`src/rtl/mixer_polifonico_pkg.sv`:
```
// Shared types and width helpers for the polyphonic mixer.
// Holds the FSM state type, accumulator/gain width rules and output saturation.
package mixer_pkg;

    typedef enum logic [1:0] {
        IDLE,
        ACUM,
        FIM
    } estado_t;

    function automatic int larg_ganho(input int w_ganho);
        return w_ganho + 1;
    endfunction

    // Wide enough for N full-scale samples times full-scale gain.
    function automatic int larg_acum(input int w_amostra, input int w_ganho, input int n_vozes);
        return w_amostra + w_ganho + 1 + $clog2(n_vozes);
    endfunction

    function automatic logic [63:0] satura(input logic [63:0] valor, input int largura);
        logic [63:0] maximo;
        maximo = (64'd1 << largura) - 64'd1;
        return (valor > maximo) ? maximo : valor;
    endfunction

endpackage

```
`src/rtl/mixer_polifonico_if.sv`:
```
// Sample/key inputs and mixed-output bus between the voice bank, the mixer and the DAC.
interface mixer_polifonico_if #(
    parameter int N_VOZES   = 10,
    parameter int W_AMOSTRA = 8,
    parameter int W_SAIDA   = 8
);
    logic                           tick;
    logic [N_VOZES-1:0]             teclas;
    logic [N_VOZES*W_AMOSTRA-1:0]   amostras;
    logic [W_SAIDA-1:0]             saida;
    logic                           valido;
    logic                           ocupado;
    logic                           perdido;

    modport master (
        output tick, teclas, amostras,
        input  saida, valido, ocupado, perdido
    );

    modport slave (
        input  tick, teclas, amostras,
        output saida, valido, ocupado, perdido
    );
endinterface

```
`src/rtl/mixer_polifonico_envelope_voz.sv`:
```
// Per-voice attack/release gain register, stepped once per enabled update.
// Only present when MIXER_ENVELOPE_EN is defined.
`ifdef MIXER_ENVELOPE_EN
module envelope_voz
    import mixer_pkg::*;
#(
    parameter int W_GANHO = 4
) (
    input  logic                          clk,
    input  logic                          rst,
    input  logic                          passo,
    input  logic                          tecla,
    output logic [larg_ganho(W_GANHO)-1:0] ganho
);
    localparam int W_G = larg_ganho(W_GANHO);
    localparam logic [W_G-1:0] CHEIO = {1'b1, {W_GANHO{1'b0}}};

    always_ff @(posedge clk or posedge rst) begin
        if (rst) begin
            ganho <= '0;
        end else if (passo) begin
            if (tecla && (ganho < CHEIO)) begin
                ganho <= ganho + 1'b1;
            end else if (!tecla && (ganho != '0)) begin
                ganho <= ganho - 1'b1;
            end
        end
    end
endmodule
`endif

```
`src/rtl/mixer_polifonico.sv`:
```
// Time-multiplexed N-voice mixer: one voice per clock, scaled, saturated, strobed out.
// Define MIXER_ENVELOPE_EN for ramped attack/release gains; otherwise keys gate instantly.
module mixer_polifonico
    import mixer_pkg::*;
#(
    parameter int N_VOZES   = 10,
    parameter int W_AMOSTRA = 8,
    parameter int W_SAIDA   = 8,
    parameter int W_GANHO   = 4,
    parameter int SHIFT_MIX = 2,
    parameter int DIV_ENV   = 64
) (
    input logic               clk,
    input logic               rst,
    mixer_polifonico_if.slave bus
);
    localparam int W_G    = larg_ganho(W_GANHO);
    localparam int W_ACC  = larg_acum(W_AMOSTRA, W_GANHO, N_VOZES);
    localparam int W_PROD = W_AMOSTRA + W_G;
    localparam int W_IDX  = (N_VOZES > 1) ? $clog2(N_VOZES) : 1;
    localparam int DESLOC = W_GANHO + SHIFT_MIX;

    estado_t              estado;
    logic [W_IDX-1:0]     idx;
    logic [W_ACC-1:0]     acc;
    logic [W_AMOSTRA-1:0] snap_amostra [N_VOZES];
    logic [N_VOZES-1:0]   snap_tecla;
    logic [W_G-1:0]       ganho [N_VOZES];
    logic [W_AMOSTRA-1:0] amostra_sel;
    logic [W_G-1:0]       ganho_sel;
    logic [W_PROD-1:0]    produto;
    logic [W_ACC-1:0]     mix;
    logic [63:0]          saturado;
    logic                 fim_voz;

    assign amostra_sel = snap_amostra[idx];
    assign ganho_sel   = ganho[idx];
    assign produto     = W_PROD'(amostra_sel) * W_PROD'(ganho_sel);
    assign mix         = acc >> DESLOC;
    assign saturado    = satura(64'(mix), W_SAIDA);
    assign fim_voz     = (idx == W_IDX'(N_VOZES - 1));

`ifdef MIXER_ENVELOPE_EN
    localparam int W_DIV = (DIV_ENV > 1) ? $clog2(DIV_ENV) : 1;

    logic [W_DIV-1:0]   divisor;
    logic               atualiza;
    logic [N_VOZES-1:0] passo;

    // Each envelope steps in its own ACUM slot, after its product has used the old gain.
    for (genvar i = 0; i < N_VOZES; i++) begin : g_voz
        assign passo[i] = atualiza && (estado == ACUM) && (idx == W_IDX'(i));

        envelope_voz #(
            .W_GANHO (W_GANHO)
        ) u_envelope (
            .clk   (clk),
            .rst   (rst),
            .passo (passo[i]),
            .tecla (snap_tecla[i]),
            .ganho (ganho[i])
        );
    end
`else
    localparam logic [W_G-1:0] CHEIO = {1'b1, {W_GANHO{1'b0}}};

    for (genvar i = 0; i < N_VOZES; i++) begin : g_voz
        assign ganho[i] = snap_tecla[i] ? CHEIO : '0;
    end
`endif

    always_ff @(posedge clk or posedge rst) begin
        if (rst) begin
            estado      <= IDLE;
            idx         <= '0;
            acc         <= '0;
            snap_tecla  <= '0;
            for (int i = 0; i < N_VOZES; i++) begin
                snap_amostra[i] <= '0;
            end
            bus.saida   <= '0;
            bus.valido  <= 1'b0;
            bus.ocupado <= 1'b0;
            bus.perdido <= 1'b0;
`ifdef MIXER_ENVELOPE_EN
            divisor     <= '0;
            atualiza    <= 1'b0;
`endif
        end else begin
            bus.valido <= 1'b0;
            if (bus.tick && (estado != IDLE)) begin
                bus.perdido <= 1'b1;
            end

            case (estado)
                IDLE: begin
                    if (bus.tick) begin
                        for (int i = 0; i < N_VOZES; i++) begin
                            snap_amostra[i] <= bus.amostras[i*W_AMOSTRA +: W_AMOSTRA];
                        end
                        snap_tecla  <= bus.teclas;
                        acc         <= '0;
                        idx         <= '0;
                        bus.ocupado <= 1'b1;
                        estado      <= ACUM;
`ifdef MIXER_ENVELOPE_EN
                        // Only the tick that wraps the divider back to 0 steps the envelopes.
                        if (divisor == W_DIV'(DIV_ENV - 1)) begin
                            divisor  <= '0;
                            atualiza <= 1'b1;
                        end else begin
                            divisor  <= divisor + 1'b1;
                            atualiza <= 1'b0;
                        end
`endif
                    end
                end
                ACUM: begin
                    acc <= acc + W_ACC'(produto);
                    if (fim_voz) begin
                        estado <= FIM;
                    end else begin
                        idx <= idx + 1'b1;
                    end
                end
                FIM: begin
                    bus.saida   <= saturado[W_SAIDA-1:0];
                    bus.valido  <= 1'b1;
                    bus.ocupado <= 1'b0;
                    estado      <= IDLE;
                end
                default: begin
                    estado <= IDLE;
                end
            endcase
        end
    end
endmodule

```
`src/flat_wrapper.sv`:
```
// flat-port wrapper written by rule: the top's interface ports become plain ports
module mixer_polifonico_flat import mixer_pkg::*;
#(
    parameter int N_VOZES   = 10,
    parameter int W_AMOSTRA = 8,
    parameter int W_SAIDA   = 8,
    parameter int W_GANHO   = 4,
    parameter int SHIFT_MIX = 2,
    parameter int DIV_ENV   = 64
)
  (clk, rst, bus_tick, bus_teclas, bus_amostras, bus_saida, bus_valido, bus_ocupado, bus_perdido);
  mixer_polifonico_if #(.N_VOZES(N_VOZES), .W_AMOSTRA(W_AMOSTRA), .W_SAIDA(W_SAIDA)) bus_i ();
  input logic clk;
  input logic rst;
  input wire logic [$bits(bus_i.tick)-1:0] bus_tick;
  input wire logic [$bits(bus_i.teclas)-1:0] bus_teclas;
  input wire logic [$bits(bus_i.amostras)-1:0] bus_amostras;
  output wire logic [$bits(bus_i.saida)-1:0] bus_saida;
  output wire logic [$bits(bus_i.valido)-1:0] bus_valido;
  output wire logic [$bits(bus_i.ocupado)-1:0] bus_ocupado;
  output wire logic [$bits(bus_i.perdido)-1:0] bus_perdido;
  assign bus_i.tick = bus_tick;
  assign bus_i.teclas = bus_teclas;
  assign bus_i.amostras = bus_amostras;
  assign bus_saida = bus_i.saida;
  assign bus_valido = bus_i.valido;
  assign bus_ocupado = bus_i.ocupado;
  assign bus_perdido = bus_i.perdido;
  mixer_polifonico #(.N_VOZES(N_VOZES), .W_AMOSTRA(W_AMOSTRA), .W_SAIDA(W_SAIDA), .W_GANHO(W_GANHO), .SHIFT_MIX(SHIFT_MIX), .DIV_ENV(DIV_ENV)) u_core (.clk(clk), .rst(rst), .bus(bus_i));
endmodule
```
`config.mk`:
```
export PLATFORM = sky130hd
export DESIGN_NAME = mixer_polifonico_flat
export DESIGN_NICKNAME = d
export VERILOG_FILES = /design/src/rtl/mixer_polifonico_pkg.sv /design/src/rtl/mixer_polifonico_if.sv /design/src/rtl/mixer_polifonico_envelope_voz.sv /design/src/rtl/mixer_polifonico.sv /design/src/flat_wrapper.sv
export SDC_FILE = /design/constraint.sdc
export NUM_CORES = 1
export LEC_CHECK = 0
export ABC_CLOCK_PERIOD_IN_PS = 3750
export BUFFER_PORTS_ARGS = -buffer_cell sky130_fd_sc_hd__buf_2
export CORE_MARGIN = 4
export CORE_UTILIZATION = 25
export CTS_BUF_LIST = sky130_fd_sc_hd__clkbuf_4
export CTS_CLUSTER_DIAMETER = 40
export DETAILED_ROUTE_END_ITERATION = 12
export HOLD_SLACK_MARGIN = 0.12
export PLACE_DENSITY = 0.46
export SLEW_MARGIN = 5
export SYNTH_ARGS = -nofsm -noshare
export SYNTH_HDL_FRONTEND = slang
export SYNTH_HIERARCHICAL = 1
export SYNTH_SLANG_ARGS = --single-unit
```
`constraint.sdc`:
```
create_clock -name clk -period 3.75 [get_ports clk]
set_input_delay 0.1875 -clock clk [delete_from_list [all_inputs] [get_ports clk]]
set_output_delay 0.1875 -clock clk [all_outputs]
set_load 0.02 [all_outputs]
```
# ---- After elaboration in Yosys (flattened, before gate mapping)
# Index checks and enable logic that the tools add are counted.
# W data, S select, Z words.
dict set report word_totals {
  ff_bits 124
  elab_cells 68
  input_bits 93
}
dict set report classes {
  eq_ne 6
  add_sub_neg 2
  magnitude_cmp 2
  bitwise_logic 1
  n_reduce_logical 10
  n_mul 1
  muxes 28
}
# op n
set op_table {}
lappend op_table {{$mux W5} 12}
lappend op_table {{$pmux W17 S2} 1}
lappend op_table {{$bmux W8 S4} 1}
lappend op_table {{$mux W8} 3}
lappend op_table {{$bmux W5 S4} 1}
lappend op_table {{$add A17 B13 Y17} 1}
lappend op_table {{$mux W17} 1}
lappend op_table {{$mul A8 B5 Y13} 1}
lappend op_table {{$gt A11 B8 Y1 const B} 1}
lappend op_table {{$mux W4} 2}
lappend op_table {{$pmux W4 S2} 1}
lappend op_table {{$reduce_and A2 Y1} 4}
lappend op_table {{$reduce_bool A2 Y1} 3}
lappend op_table {{$ge A5 B5 Y1 const B} 1}
lappend op_table {{$not A4 Y5} 1}
lappend op_table {{$add A4 B1 Y4 const B} 1}
lappend op_table {{$eq A4 B4 Y1 const B} 1}
lappend op_table {{$mux W2} 2}
lappend op_table {{$ne A2 B2 Y1 const B} 2}
lappend op_table {{$pmux W2 S2} 1}
lappend op_table {{$reduce_and A3 Y1} 1}
lappend op_table {{$eq A2 B1 Y1 const B} 1}
lappend op_table {{$eq A2 B2 Y1 const B} 1}
lappend op_table {{$logic_not A2 Y1} 1}
lappend op_table {{4 further kinds} 5}

# ---- Logic depth before layout (Yosys ltp)
# Gate-level depths: netlist of the first run.
dict set report depth {
  depth_word 7
  mapped_depth 15
}

# ---- Least setup slack after synthesis of the first run
# No wires, ideal clock.
dict set report synth_timing {
  path_kind {register to register}
  startpoint {register u_core.idx[0]}
  endpoint {register u_core.acc[12]}
  synth_period_minus_slack_ns 3.636
  required_ns 3.616
  setup_slack_ns 0.114
  arrival_time_ns 3.502
  stages_incl_launch_ff 14
  path_cell_list {dfrtp_1 > buf_4 > mux4_2 > a221oi_1 > nor2_1 > ha_1 > ha_1 > ha_1 > fa_1 > a21o_1 > and4_1 > or2_2 > xnor2_1 > o21ai_0}
}
dict set report synth_via {
  elab_chain_len 7
  elab_cells_between_ends 10
}
# item line_no
set synth_rtl {}
lappend synth_rtl {{from (decl)} mixer_polifonico.sv:24} ;# logic [W_IDX-1:0] idx;
lappend synth_rtl {{from (signal assigned)} mixer_polifonico.sv:123} ;# idx <= idx + 1'b1;
lappend synth_rtl {{$not A4 Y5 (implied by the code) (*)} {mixer_polifonico.sv:36, mixer_polifonico.sv:37}}
lappend synth_rtl {{$bmux W8 S4 / $bmux W5 S4 (equally long branches)} {mixer_polifonico.sv:36, mixer_polifonico.sv:37}}
lappend synth_rtl {{$mux W8 (implied by the code) / $mux W5 (equally long branches) (2 in series)} {mixer_polifonico.sv:36, mixer_polifonico.sv:37}}
lappend synth_rtl {{$mul A8 B5 Y13 (*)} mixer_polifonico.sv:38} ;# assign produto = W_PROD'(amostra_sel) * W_PROD'(ganho_sel);
lappend synth_rtl {{$add A17 B13 Y17 (*)} mixer_polifonico.sv:119} ;# acc <= acc + W_ACC'(produto);
lappend synth_rtl {{$pmux W17 S2 (*)} mixer_polifonico.sv:95} ;# case (estado)
lappend synth_rtl {{to (signal assigned)} mixer_polifonico.sv:119}
lappend synth_rtl {{to (decl)} mixer_polifonico.sv:25} ;# logic [W_ACC-1:0] acc;
# Mark *: on every way between the ends. The rest lies on a longest branch, timed or not. The select of a mux whose other input is x is not followed.
# A chain may end at the register's enable or synchronous reset.

# ---- Worst setup path in the final report of the first run
dict set report layout_timing {
  startpoint {register u_core.idx[0]}
  endpoint {register u_core.acc[16]}
}
# The elaborated chain is that of the path after synthesis.

==> results by group, run 1 <==
Outcome
  • Status: complete, no violations

Routing
  • Detailed-route via count: 4814
  • DR pass1 iterations: 4
  • Routed length on met3: between 600 and 700 µm
  • DR iter-0 viols: 224
  • Met2 WL post-DR: slightly below 8000 µm
  • DRC errors left: 0
  • Via-per-instance ratio: 4.29
  • M1 WL: ~8300 µm
  • Antenna-violating nets left: 0
  • Routed wire length: 16700 µm
  • WL/cell: 14.9 µm
  • Max layer used: met4

Global route
  • First-pass GRT wire length: 27200 µm
  • Vias in the first global route: 4949
  • Pin count of the biggest net entering global routing: 93
  • Initial antenna violation count: 1
  • Total grt overflow: 0
  • All-layer global routing usage: 13.4%

STA
  • Final Cycle Share: 95.5%
  • Setup ws final: roughly 0.17 ns
  • Max Slew Vio Count: 0
  • Final min period: between 3 and 4 ns
  • Highest Clock Rate: 279 MHz
  • Tightest Pin Transition: 0.938 ns
  • Final TNS setup: 0 ns
  • Worst rel slew slack: a little under two fifths
  • Final count of negative-setup-slack endpoints: 0
  • Hold Vio Cnt, Final: 0
  • Skew final: 0.0319 ns

Critical path
  • Startpoint Class: register
  • Largest delay share family, worst path: adder cells
  • Slowest CP cell: mux4_2
  • Worst EP arrival: 4.03 ns
  • Critical-path cell list: buf_6 > mux4_2 > nand2_2 > o31ai_2 > o21ai_2 > nor2_1 > ha_1 > ha_4 > ha_4 > fa_2 > a21o_1 > and4_1 > o211ai_1 > a21o_1 > mux2i_1
  • Crit path max fanout: 5
  • Max incr delay on CP: 0.51 ns
  • Data required, critical path: 4.19 ns
  • WP buf/inv: 1
  • Kind of critical path: reg2reg
  • CP endpoint kind: register

Pwr
  • Power Dens Cells: a little under 800 nW/µm²
  • LEAKAGE: 4.12 nW
  • Worst vdd ir: between 0.2 and 0.25 mV
  • Total power: 6.36 mW

Finish
  • Final Util: 36.4%
  • Layout cell share with drive strength beyond 1: 25.7%
  • Fin nets: 943
  • P&R area growth vs syn: 43.3%
  • Finished Layout Cells: between 1000 and 1500

Place
  • Pre-CTS setup slack: -0.0567 ns
  • Placed Instances: 986
  • DPL Wire Length: 11500 µm
  • PortBufs: 103
  • GPL Wtd Cong: 0.823

Floorplan
  • DIE AREA: between 20000 and 30000 µm²
  • Die width: around 160 µm
  • Row Count: 55
  • Starting Density: 25.4%
  • Core area: 22600 µm²
  • I/O pin cnt: 104
  • DIE HEIGHT: between 150 and 200 µm

CTS
  • H-Tree Depth: 4
  • Clock root buffer: clkbuf_4
  • Worst skew pair latency: 0.53 ns
  • CTS sink cnt: 120
  • CTS tree: done
  • Clock-pin slew on the worst setup and hold paths: 0.13 ns
  • CTS Buf Count: 17
  • Clock buffer depth: 2

Synthesis
  • Yosys warning count: 6
  • Sequential area share after synthesis: 52.2%
  • Post-Syn Nets: 724
  • Synth Register Bits: between 100 and 150
  • Post-Synthesis Cells: 604
  • Mean Syn Cell Area: 9.53 µm²
  • Distinct cell type count of the synthesized netlist: 37
  • Syn Std Cell Area: 5760 µm²

Worst hold path
  • Classification of the worst-slack hold path: in2async

Job
  • Max-cap violations: 0
through the flow:
| stage | hold slack [ns] | instance area [µm²] |
|---|---|---|
| 6_report | 0.359 | 8250 |
| 5_1_grt | 0.319 | 8250 |
| 4_1_cts | 0.306 | 8030 |
| 3_5_place_dp | 0.380 | 6710 |
| 3_3_place_gp | 0.384 | 6710 |
| 2_1_floorplan | 0.293 | 5760 |
state kept, by name (all words and copies together) (netlist names), 2 cells and up:
| signal | count |
|---|---|
| u_core/bus.saida | 8 |
| u_core/estado | 2 |
| u_core/acc | 13 |
| u_core/snap_tecla | 10 |
| u_core/snap_amostra | 80 |
| u_core/idx | 4 |
per-layer routing:
| metal | GRT usage [%] | vias to the layer above |
|---|---|---|
| li1 | - | 2449 |
| met1 | 18.9 | 2271 |
| met2 | 21.0 | 89 |
| met3 | 3.56 | 5 |
| met4 | 2.37 | 0 |
| met5 | 0 | - |
tightest hold or removal path: cells and delay by family:
kind | cells | cell delay, ns
buf+inv | 3 | 1.26
cell families (layout without fill, tap and decap cells):
family,after synthesis,in the layout,synth area share (%)
AND/OR/NAND/NOR,331,331,22.2
flip-flops,120,120,52.2
AO/OA/AOI/OAI,54,54,6.69
buffers and inverters,35,267,2.72
multiplexers,31,31,9.32
adder cells (fa/ha/maj),27,27,6.00
XOR/XNOR,6,6,0.913
other,0,1,0
layout make-up:
type / instances / area [µm²]
Fill cell: 2303 / 14400
Clock inverter: 14 / 243
Antenna cell: 1 / 2.50
Sequential cell: 120 / 3000
Multi-Input combinational cell: 449 / 2750
Tap cell: 285 / 357
Timing Repair Buffer: 229 / 1730
Clock buffer: 18 / 135
Inverter: 6 / 25.0
Yosys cell counts:
cell type | number | area share [%]
nand2_1 | 291 | 19
dfrtp_1 | 120 | 52
ha_1 | 26 | 5.7
nor2_1 | 24 | 1.6
mux4_2 | 18 | 7.0
clkbuf_1 | 13 | 0.85
mux2i_1 | 12 | 2.1
o21ai_0 | 11 | 0.96
a21oi_1 | 9 | 0.78
a221oi_1 | 8 | 1.2
buf_2 | 8 | 0.70
o22a_1 | 8 | 1.2
inv_1 | 6 | 0.39
buf_1 | 5 | 0.33
nand3_1 | 5 | 0.43
a22o_1 | 4 | 0.61
xnor2_1 | 4 | 0.61
a21o_1 | 3 | 0.39
nand2b_1 | 3 | 0.33
nor2b_1 | 3 | 0.33
o211ai_1 | 3 | 0.39
a211oi_1 | 2 | 0.26
buf_4 | 2 | 0.26
o21bai_1 | 2 | 0.26
xor2_1 | 2 | 0.30
and2_1 | 1 | 0.11
and4_1 | 1 | 0.15
buf_6 | 1 | 0.20
fa_1 | 1 | 0.35
mux2_2 | 1 | 0.20
nand4_1 | 1 | 0.11
nor3_1 | 1 | 0.087
o211a_1 | 1 | 0.17
o21ai_2 | 1 | 0.15
o31ai_1 | 1 | 0.13
o41ai_1 | 1 | 0.15
or2_2 | 1 | 0.11
placed cells by master (no fill, tap or decap), types with 2 or more instances in the layout:
cell	netlist	final
buf_2	8	103
o22a_1	8	8
clkbuf_4	0	18
bufinv_16	0	6
nor2_2	0	2
ha_1	26	20
inv_1	6	5
mux4_2	18	18
ha_2	0	2
a221oi_1	8	2
nand2b_1	3	3
xnor2_1	4	3
buf_4	2	28
inv_6	0	3
nand3_1	5	5
a221oi_2	0	5
a22o_1	4	4
buf_6	1	4
clkinv_4	0	3
o21ai_0	11	10
dlygate4sd3_1	0	92
dfrtp_1	120	119
a21o_1	3	3
ha_4	0	4
o21bai_1	2	2
mux2i_1	12	12
nor2_1	24	21
nand2_1	291	289
xor2_1	2	2
buf_12	0	2
a21oi_1	9	9
o211ai_1	3	3
clkinv_2	0	2
nor2b_1	3	3
what timing repair did:
| item | 4_1_cts | 5_1_grt |
|---|---|---|
| pin swaps | 2 | 14 |
| hold endpoints to repair | 155 | 0 |
| gates resized for setup | 3 | 27 |
| setup buffers | 2 | 9 |
| cloned | 0 | 0 |
| endpoints found under the setup margin | 4 | 6 |
| hold buffers | 92 | 0 |
final timing paths:
check,from,endpoint,slack (ns),depth (start not counted)
setup / recovery,u_core/idx[0]$_DFFE_PP0P_,u_core/acc[16]$_DFFE_PP0P_,0.17,15
hold / removal,rst,u_core/snap_amostra[76]$_DFFE_PP0P_,0.36,3
setup reg to reg,u_core/idx[0]$_DFFE_PP0P_,u_core/acc[16]$_DFFE_PP0P_,0.17,15
hold reg to reg,u_core/bus.perdido$_DFFE_PP0P_,u_core/bus.perdido$_DFFE_PP0P_,0.48,1
max in group asynchronous,rst,u_core/bus.saida[2]$_DFFE_PP0P_,2.55,4
min in group clk,bus_amostras[60],u_core/snap_amostra[20]$_DFFE_PP0P_,0.38,4
power by group:
group          switching [mW]  internal (mW)
sequential              0.404           1.87
clock                   0.530          0.678
combinational            1.45           1.44
Power figures use the tool's default switching activity.
==> inputs of run 2 (changes only) <==
--- a/config.mk
+++ b/config.mk
@@ -7,13 +7,14 @@
 export LEC_CHECK = 0
 export ABC_CLOCK_PERIOD_IN_PS = 3750
 export BUFFER_PORTS_ARGS = -buffer_cell sky130_fd_sc_hd__buf_2
-export CORE_MARGIN = 4
+export CELL_PAD_IN_SITES_DETAIL_PLACEMENT = 1
+export CELL_PAD_IN_SITES_GLOBAL_PLACEMENT = 1
 export CORE_UTILIZATION = 25
 export CTS_BUF_LIST = sky130_fd_sc_hd__clkbuf_4
 export CTS_CLUSTER_DIAMETER = 40
 export DETAILED_ROUTE_END_ITERATION = 12
 export HOLD_SLACK_MARGIN = 0.12
-export PLACE_DENSITY = 0.46
+export PLACE_DENSITY = 0.55
 export SLEW_MARGIN = 5
 export SYNTH_ARGS = -nofsm -noshare
 export SYNTH_HDL_FRONTEND = slang
==> results by group, run 2 (synthesized netlist as in run 1, its figures left out) <==
Job
  • Max-cap violations: 0

Critical path
  • Crit path max fanout: 8
  • Max incr delay on CP: 0.52 ns
  • Kind of critical path: reg2reg
  • CP endpoint kind: register
  • Startpoint Class: register
  • Data required, critical path: 4.21 ns
  • Slowest CP cell: mux4_2
  • Critical-path cell list: buf_12 > buf_4 > buf_8 > mux4_2 > a221oi_2 > nor2_1 > ha_1 > ha_1 > ha_4 > o21ai_0 > buf_4 > o211a_1 > a21oi_2 > xnor2_1 > o21ai_0
  • Worst EP arrival: ~4 ns
  • Worst setup startpoint: u_core/idx[0]$_DFFE_PP0P_
  • Worst r2r src: u_core/idx[0]$_DFFE_PP0P_

Floorplan
  • Core area: 22600 µm²
  • DIE HEIGHT: 154 µm
  • Row Count: 55
  • DIE AREA: 23600 µm²
  • Starting Density: 25.4%
  • I/O pin cnt: about 100
  • Die width: between 150 and 200 µm

STA
  • Final min period: between 3 and 4 ns
  • Hold Vio Cnt, Final: 0
  • Final TNS setup: 0 ns
  • Worst rel slew slack: 27.6%
  • Max Slew Vio Count: 0
  • Highest Clock Rate: about 280 MHz
  • Setup ws final: 0.124 ns
  • Worst hold slack: 0.368 ns
  • Skew final: 0.0127 ns
  • RSZ-0062 raised after global routing: yes
  • Final Cycle Share: 96.7%
  • Tightest Pin Transition: 1.09 ns
  • Final count of negative-setup-slack endpoints: 0

Place
  • GPL Wtd Cong: 0.776
  • Pre-CTS setup slack: -0.104 ns
  • Placed Area: 6680 µm²
  • Placed Instances: 984
  • DPL Wire Length: 12100 µm
  • PortBufs: 103

CTS
  • CTS Buf Count: 17
  • Clock-pin slew on the worst setup and hold paths: 0.11 ns
  • H-Tree Depth: 4
  • Clock root buffer: clkbuf_4
  • CTS tree: done
  • CTS sink cnt: 120
  • Clock buffer depth: 2
  • Worst skew pair latency: 0.54 ns

Pwr
  • Psw: 2.48 mW
  • Combinational share of power: between 50% and 60%
  • Internal cell power: 3.83 mW
  • Net Sw Frac: 39.3%
  • Clock network fraction of design power: 14.1%
  • Power Dens Cells: 765 nW/µm²
  • LEAKAGE: approximately 4.0 nW
  • Total power: 6.31 mW
  • Worst vdd ir: 0.248 mV
  • Seq pwr share: 35.9%

Global route
  • Vias in the first global route: roughly 5300
  • All-layer global routing usage: 15.4%
  • Pin count of the biggest net entering global routing: 98
  • First-pass GRT wire length: 28100 µm
  • Initial antenna violation count: 2
  • Total grt overflow: 0

Finish
  • Register name with the most flops: u_core/snap_amostra
  • P&R area growth vs syn: 43.3%
  • Fin nets: 941
  • Largest register FFs: 80
  • Finished Layout Cells: 1120
  • Final Util: 36.4%
  • Fin area: slightly above 8000 µm²
  • Top flop regs: u_core/snap_amostra: 80 flops, u_core/acc: 13 flops, u_core/snap_tecla: 10 flops
  • Fill cell count: 2588
  • Most frequent cells in the layout: nand2_1, dfrtp_1, buf_2, dlygate4sd3_1, buf_4
  • Layout cell share with drive strength beyond 1: 26.3%
  • Most common cell after layout, fill and taps aside: nand2_1

Routing
  • DR pass1 iterations: 6
  • DR iter-0 viols: between 150 and 200
  • Antenna-violating nets left: 0
  • Via-per-instance ratio: 4.45
  • DRC errors left: 0
  • Routed wire length: between 15000 and 20000 µm
  • WL/cell: approximately 16 µm
  • Detailed-route via count: 4988

Worst hold path
  • Classification of the worst-slack hold path: in2reg
  • Hold_sp: bus_amostras[15]

Outcome
  • Status: complete, no violations
[run 2: cell types whose count changed in the layout (fill, tap and decap cells not counted), moves of 4 or more]
cell        before  now
buf_4           28   24
bufinv_16        6    2
clkinvlp_4       0    6
ha_1            20   15
ha_4             4   10
[run 2: power groups by stage]
stage	combinational, mW	clock (mW)	sequential, mW
after floorplan	1.74	0	2.17
after global placement	2.47	0	2.28
after detailed placement	2.55	0	2.30
after CTS	2.66	0.936	2.28
after global routing	3.51	0.989	2.35
final	3.15	0.890	2.26
[run 2: repair_timing]
action	CTS	global route
buffers inserted	0	11
hold buffers	92	0
gates resized for setup	3	43
setup endpoints to repair	4	6
endpoints found under the hold margin	164	0
pin swaps	1	28
[run 2: per-layer routing]
metal	vias to the layer above	global-route usage, %	routed length, µm
met5	-	0	0
met4	0	4.38	228
met3	12	3.49	489
met2	96	25.3	8470
met1	2441	20.1	8200
li1	2439	-	-
[run 2: area by class of cell]
type                            instances  area [µm²]  area share, %
Sequential cell                       120        3000           36.4
Tap cell                              285         357           4.32
Timing Repair Buffer                  227        1740           21.1
Clock buffer                           18         135           1.64
Multi-Input combinational cell        449        2850           34.5
Inverter                                6        25.0          0.303
Antenna cell                            2        5.00         0.0607
Clock inverter                         13         133           1.61
[run 2: path summary, 6_finish.rpt]
check	cells past startpoint	end	slack, ns
setup / recovery	15	u_core/acc[13]$_DFFE_PP0P_	0.12
hold / removal	4	u_core/snap_amostra[71]$_DFFE_PP0P_	0.37
setup reg to reg	15	u_core/acc[13]$_DFFE_PP0P_	0.12
hold reg to reg	1	u_core/bus.perdido$_DFFE_PP0P_	0.48
max in group asynchronous	4	u_core/snap_amostra[8]$_DFFE_PP0P_	2.40
min in group asynchronous	3	u_core/bus.perdido$_DFFE_PP0P_	0.41
[run 2: worst max-delay path: cells and delay by family, from the launching register on]
kind	cells	cell delay, ns
xor+xnor	1	0.13
simple gates	1	0.09
buf+inv	4	0.57
fa+ha+maj	3	0.86
flops	1	0.42
mux	1	0.52
compound gates	5	0.97
==> inputs of run 3 (changes only) <==
--- a/config.mk
+++ b/config.mk
@@ -9,12 +9,13 @@
 export BUFFER_PORTS_ARGS = -buffer_cell sky130_fd_sc_hd__buf_2
 export CELL_PAD_IN_SITES_DETAIL_PLACEMENT = 1
 export CELL_PAD_IN_SITES_GLOBAL_PLACEMENT = 1
-export CORE_UTILIZATION = 25
+export CORE_ASPECT_RATIO = 0.9
+export CORE_UTILIZATION = 40
 export CTS_BUF_LIST = sky130_fd_sc_hd__clkbuf_4
 export CTS_CLUSTER_DIAMETER = 40
 export DETAILED_ROUTE_END_ITERATION = 12
 export HOLD_SLACK_MARGIN = 0.12
-export PLACE_DENSITY = 0.55
+export PLACE_DENSITY = 0.81
 export SLEW_MARGIN = 5
 export SYNTH_ARGS = -nofsm -noshare
 export SYNTH_HDL_FRONTEND = slang
==> constraint.sdc (replaced) <==
create_clock -name clk -period 3.75 [get_ports clk]
set_input_delay 0.1875 -clock clk [delete_from_list [all_inputs] [get_ports clk]]
set_output_delay 0.1875 -clock clk [all_outputs]
set_load 0.1 [all_outputs]
==> results by group, run 3 (synthesized netlist as in run 1, its figures left out) <==
Pwr
  • Net Sw Frac: 43.1%
  • Seq pwr share: 34.0%
  • Worst vdd ir: 0.451 mV
  • Combinational share of power: 50.6%
  • Psw: 2.92 mW
  • Internal cell power: 3.85 mW
  • LEAKAGE: 4.03 nW
  • Power Dens Cells: between 800 and 900 nW/µm²
  • Clock network fraction of design power: 15.4%

Global route
  • First-pass GRT wire length: 31400 µm
  • Vias in the first global route: 5977
  • All-layer global routing usage: 28.8%
  • Initial antenna violation count: 1
  • Total grt overflow: 0
  • Pin count of the biggest net entering global routing: 98

CTS
  • CTS Buf Count: 17
  • CTS sink cnt: 120
  • CTS tree: done
  • H-Tree Depth: 4
  • Worst skew pair latency: 0.55 ns
  • Clock root buffer: clkbuf_4
  • Clock buffer depth: 2
  • Clock-pin slew on the worst setup and hold paths: 0.12 ns

Finish
  • Fill cell count: 1639
  • Most frequent cells in the layout: nand2_1, dfrtp_1, buf_2, dlygate4sd3_1, nor2_1
  • Layout cell share with drive strength beyond 1: about 25%
  • Register name with the most flops: u_core/snap_amostra
  • Largest register FFs: 80
  • Fin nets: 934
  • Top flop regs: u_core/snap_amostra: 80 flops, u_core/acc: 13 flops, u_core/snap_tecla: 10 flops
  • P&R area growth vs syn: 39.4%
  • Most common cell after layout, fill and taps aside: nand2_1

Critical path
  • Slowest CP cell: mux4_2
  • WP buf/inv: 1
  • Worst r2r src: u_core/idx[0]$_DFFE_PP0P_
  • Startpoint Class: register
  • Data required, critical path: 4.21 ns
  • Max incr delay on CP: 0.52 ns
  • Worst EP arrival: 4.18 ns
  • Worst setup startpoint: u_core/idx[0]$_DFFE_PP0P_
  • CP endpoint kind: register
  • Crit path max fanout: 11
  • Critical-path cell list: buf_12 > mux4_2 > a221oi_2 > nor2_1 > ha_1 > ha_4 > ha_4 > fa_2 > a21o_1 > and4_1 > o211ai_1 > a21o_1 > mux2i_1
  • Largest delay share family, worst path: adder cells
  • Kind of critical path: reg2reg

Floorplan
  • I/O pin cnt: 104
  • DIE HEIGHT: 116 µm
  • Die width: 128 µm
  • Starting Density: 41.0%
  • DIE AREA: 14900 µm²
  • Row Count: 41
  • Core area: 14100 µm²

Job
  • Max-cap violations: 0

Worst hold path
  • Hold_sp: bus_amostras[69]
  • Classification of the worst-slack hold path: in2reg

STA
  • Max Slew Vio Count: 0
  • Worst hold slack: 0.352 ns
  • Final TNS setup: 0 ns
  • Worst rel slew slack: 28.0%
  • Skew final: 0.0243 ns
  • RSZ-0062 raised after global routing: yes
  • Hold Vio Cnt, Final: 0
  • Final Cycle Share: 99.0%
  • Highest Clock Rate: approximately 270 MHz
  • Tightest Pin Transition: 1.08 ns
  • Final min period: between 3 and 4 ns
  • Final count of negative-setup-slack endpoints: 0

Routing
  • DRC errors left: 0
  • DR iter-0 viols: 412
  • Detailed-route via count: 5348
  • WL/cell: 19.9 µm
  • Routed wire length: 20300 µm
  • Antenna-violating nets left: 0
  • Via-per-instance ratio: 5.24
  • DR pass1 iterations: 5

Place
  • DPL Wire Length: 11500 µm
  • PortBufs: 103
  • GPL Wtd Cong: 0.848

Outcome
  • Status: complete, no violations
==> run 3: changes by cell type in the layout (fill, tap and decap cells not counted), moves of 2 or more <==
| cell | delta |
|---|---|
| buf_4 | -4 |
| ha_1 | +4 |
| ha_4 | -4 |
| clkinvlp_4 | -3 |
| a21oi_1 | +2 |
| a21oi_2 | -2 |
| buf_12 | -2 |
| buf_8 | -2 |
| bufinv_16 | +2 |
| clkinv_1 | +2 |
| o21ai_0 | -2 |
| o21ai_1 | +2 |
==> run 3: worst paths after layout <==
kind | endpoint | depth (start not counted) | slack [ns]
max in group asynchronous | u_core/acc[14]$_DFFE_PP0P_ | 4 | 2.46
max reg2reg | u_core/acc[16]$_DFFE_PP0P_ | 13 | 0.04
min in group asynchronous | u_core/bus.ocupado$_DFFE_PP0P_ | 3 | 0.37
max | u_core/acc[16]$_DFFE_PP0P_ | 13 | 0.04
min reg2reg | u_core/snap_amostra[79]$_DFFE_PP0P_ | 2 | 0.48
min | u_core/snap_amostra[13]$_DFFE_PP0P_ | 4 | 0.35
==> run 3: area by class of cell <==
| type | count | area (µm²) | share of cell area [%] |
|---|---|---|---|
| Timing Repair Buffer | 220 | 1650 | 20.6 |
| Clock inverter | 14 | 181 | 2.26 |
| Antenna cell | 1 | 2.50 | 0.0312 |
| Inverter | 6 | 25.0 | 0.312 |
| Tap cell | 193 | 241 | 3.01 |
| Multi-Input combinational cell | 449 | 2780 | 34.7 |
| Sequential cell | 120 | 3000 | 37.4 |
| Clock buffer | 18 | 135 | 1.68 |
==> run 3: timing repair <==
action | 4_1_cts | 5_1_grt
cloned | 0 | 0
gates resized for setup | 12 | 21
hold endpoints to repair | 160 | 0
buffers inserted | 5 | 1
endpoints found under the setup margin | 4 | 6
hold buffers | 92 | 0
pin swaps | 8 | 14
==> run 3: worst reg2reg max path, delay by kind of cell (launching register included) <==
family / cells / cell delay [ns]
AO/OA/AOI/OAI: 4 / 0.95
adder cells (fa/ha/maj): 4 / 1.11
multiplexers: 2 / 0.73
flip-flops: 1 / 0.44
AND/OR/NAND/NOR: 2 / 0.25
buffers and inverters: 1 / 0.17
==> run 3: metal layers <==
metal	up-vias	track usage [%]	share of wire (%)
met5	-	0	0
met1	2672	32.5	39
met4	0	12.5	3.5
met3	62	6.65	4.8
li1	2419	-	-
met2	195	52.4	52
==> run 3: stage by stage <==
stage / instances / power [mW] / worst slack, ns / util, % / instance area (µm²)
finish: 1021 / 6.78 / 0.0377 / 57.1 / 8020
global route: 1021 / 7.16 / -0.136 / 57.1 / 8020
CTS: 1019 / 6.38 / -0.00756 / 56.2 / 7890
detailed placement: 890 / 5.09 / -0.196 / 46.6 / 6550
global placement: 890 / 4.86 / 0.0150 / 46.6 / 6550
floorplan: 604 / 4.15 / 0.114 / - / 5760
==> run 3: power groups by stage <==
| stage | Combinational (mW) | Sequential (mW) | Clock (mW) |
|---|---|---|---|
| 3_3_place_gp | 2.61 | 2.24 | 0 |
| 5_1_grt | 3.68 | 2.35 | 1.12 |
| 2_1_floorplan | 1.74 | 2.42 | 0 |
| 4_1_cts | 3.05 | 2.27 | 1.07 |
| 3_5_place_dp | 2.80 | 2.29 | 0 |
| 6_report | 3.43 | 2.31 | 1.04 |
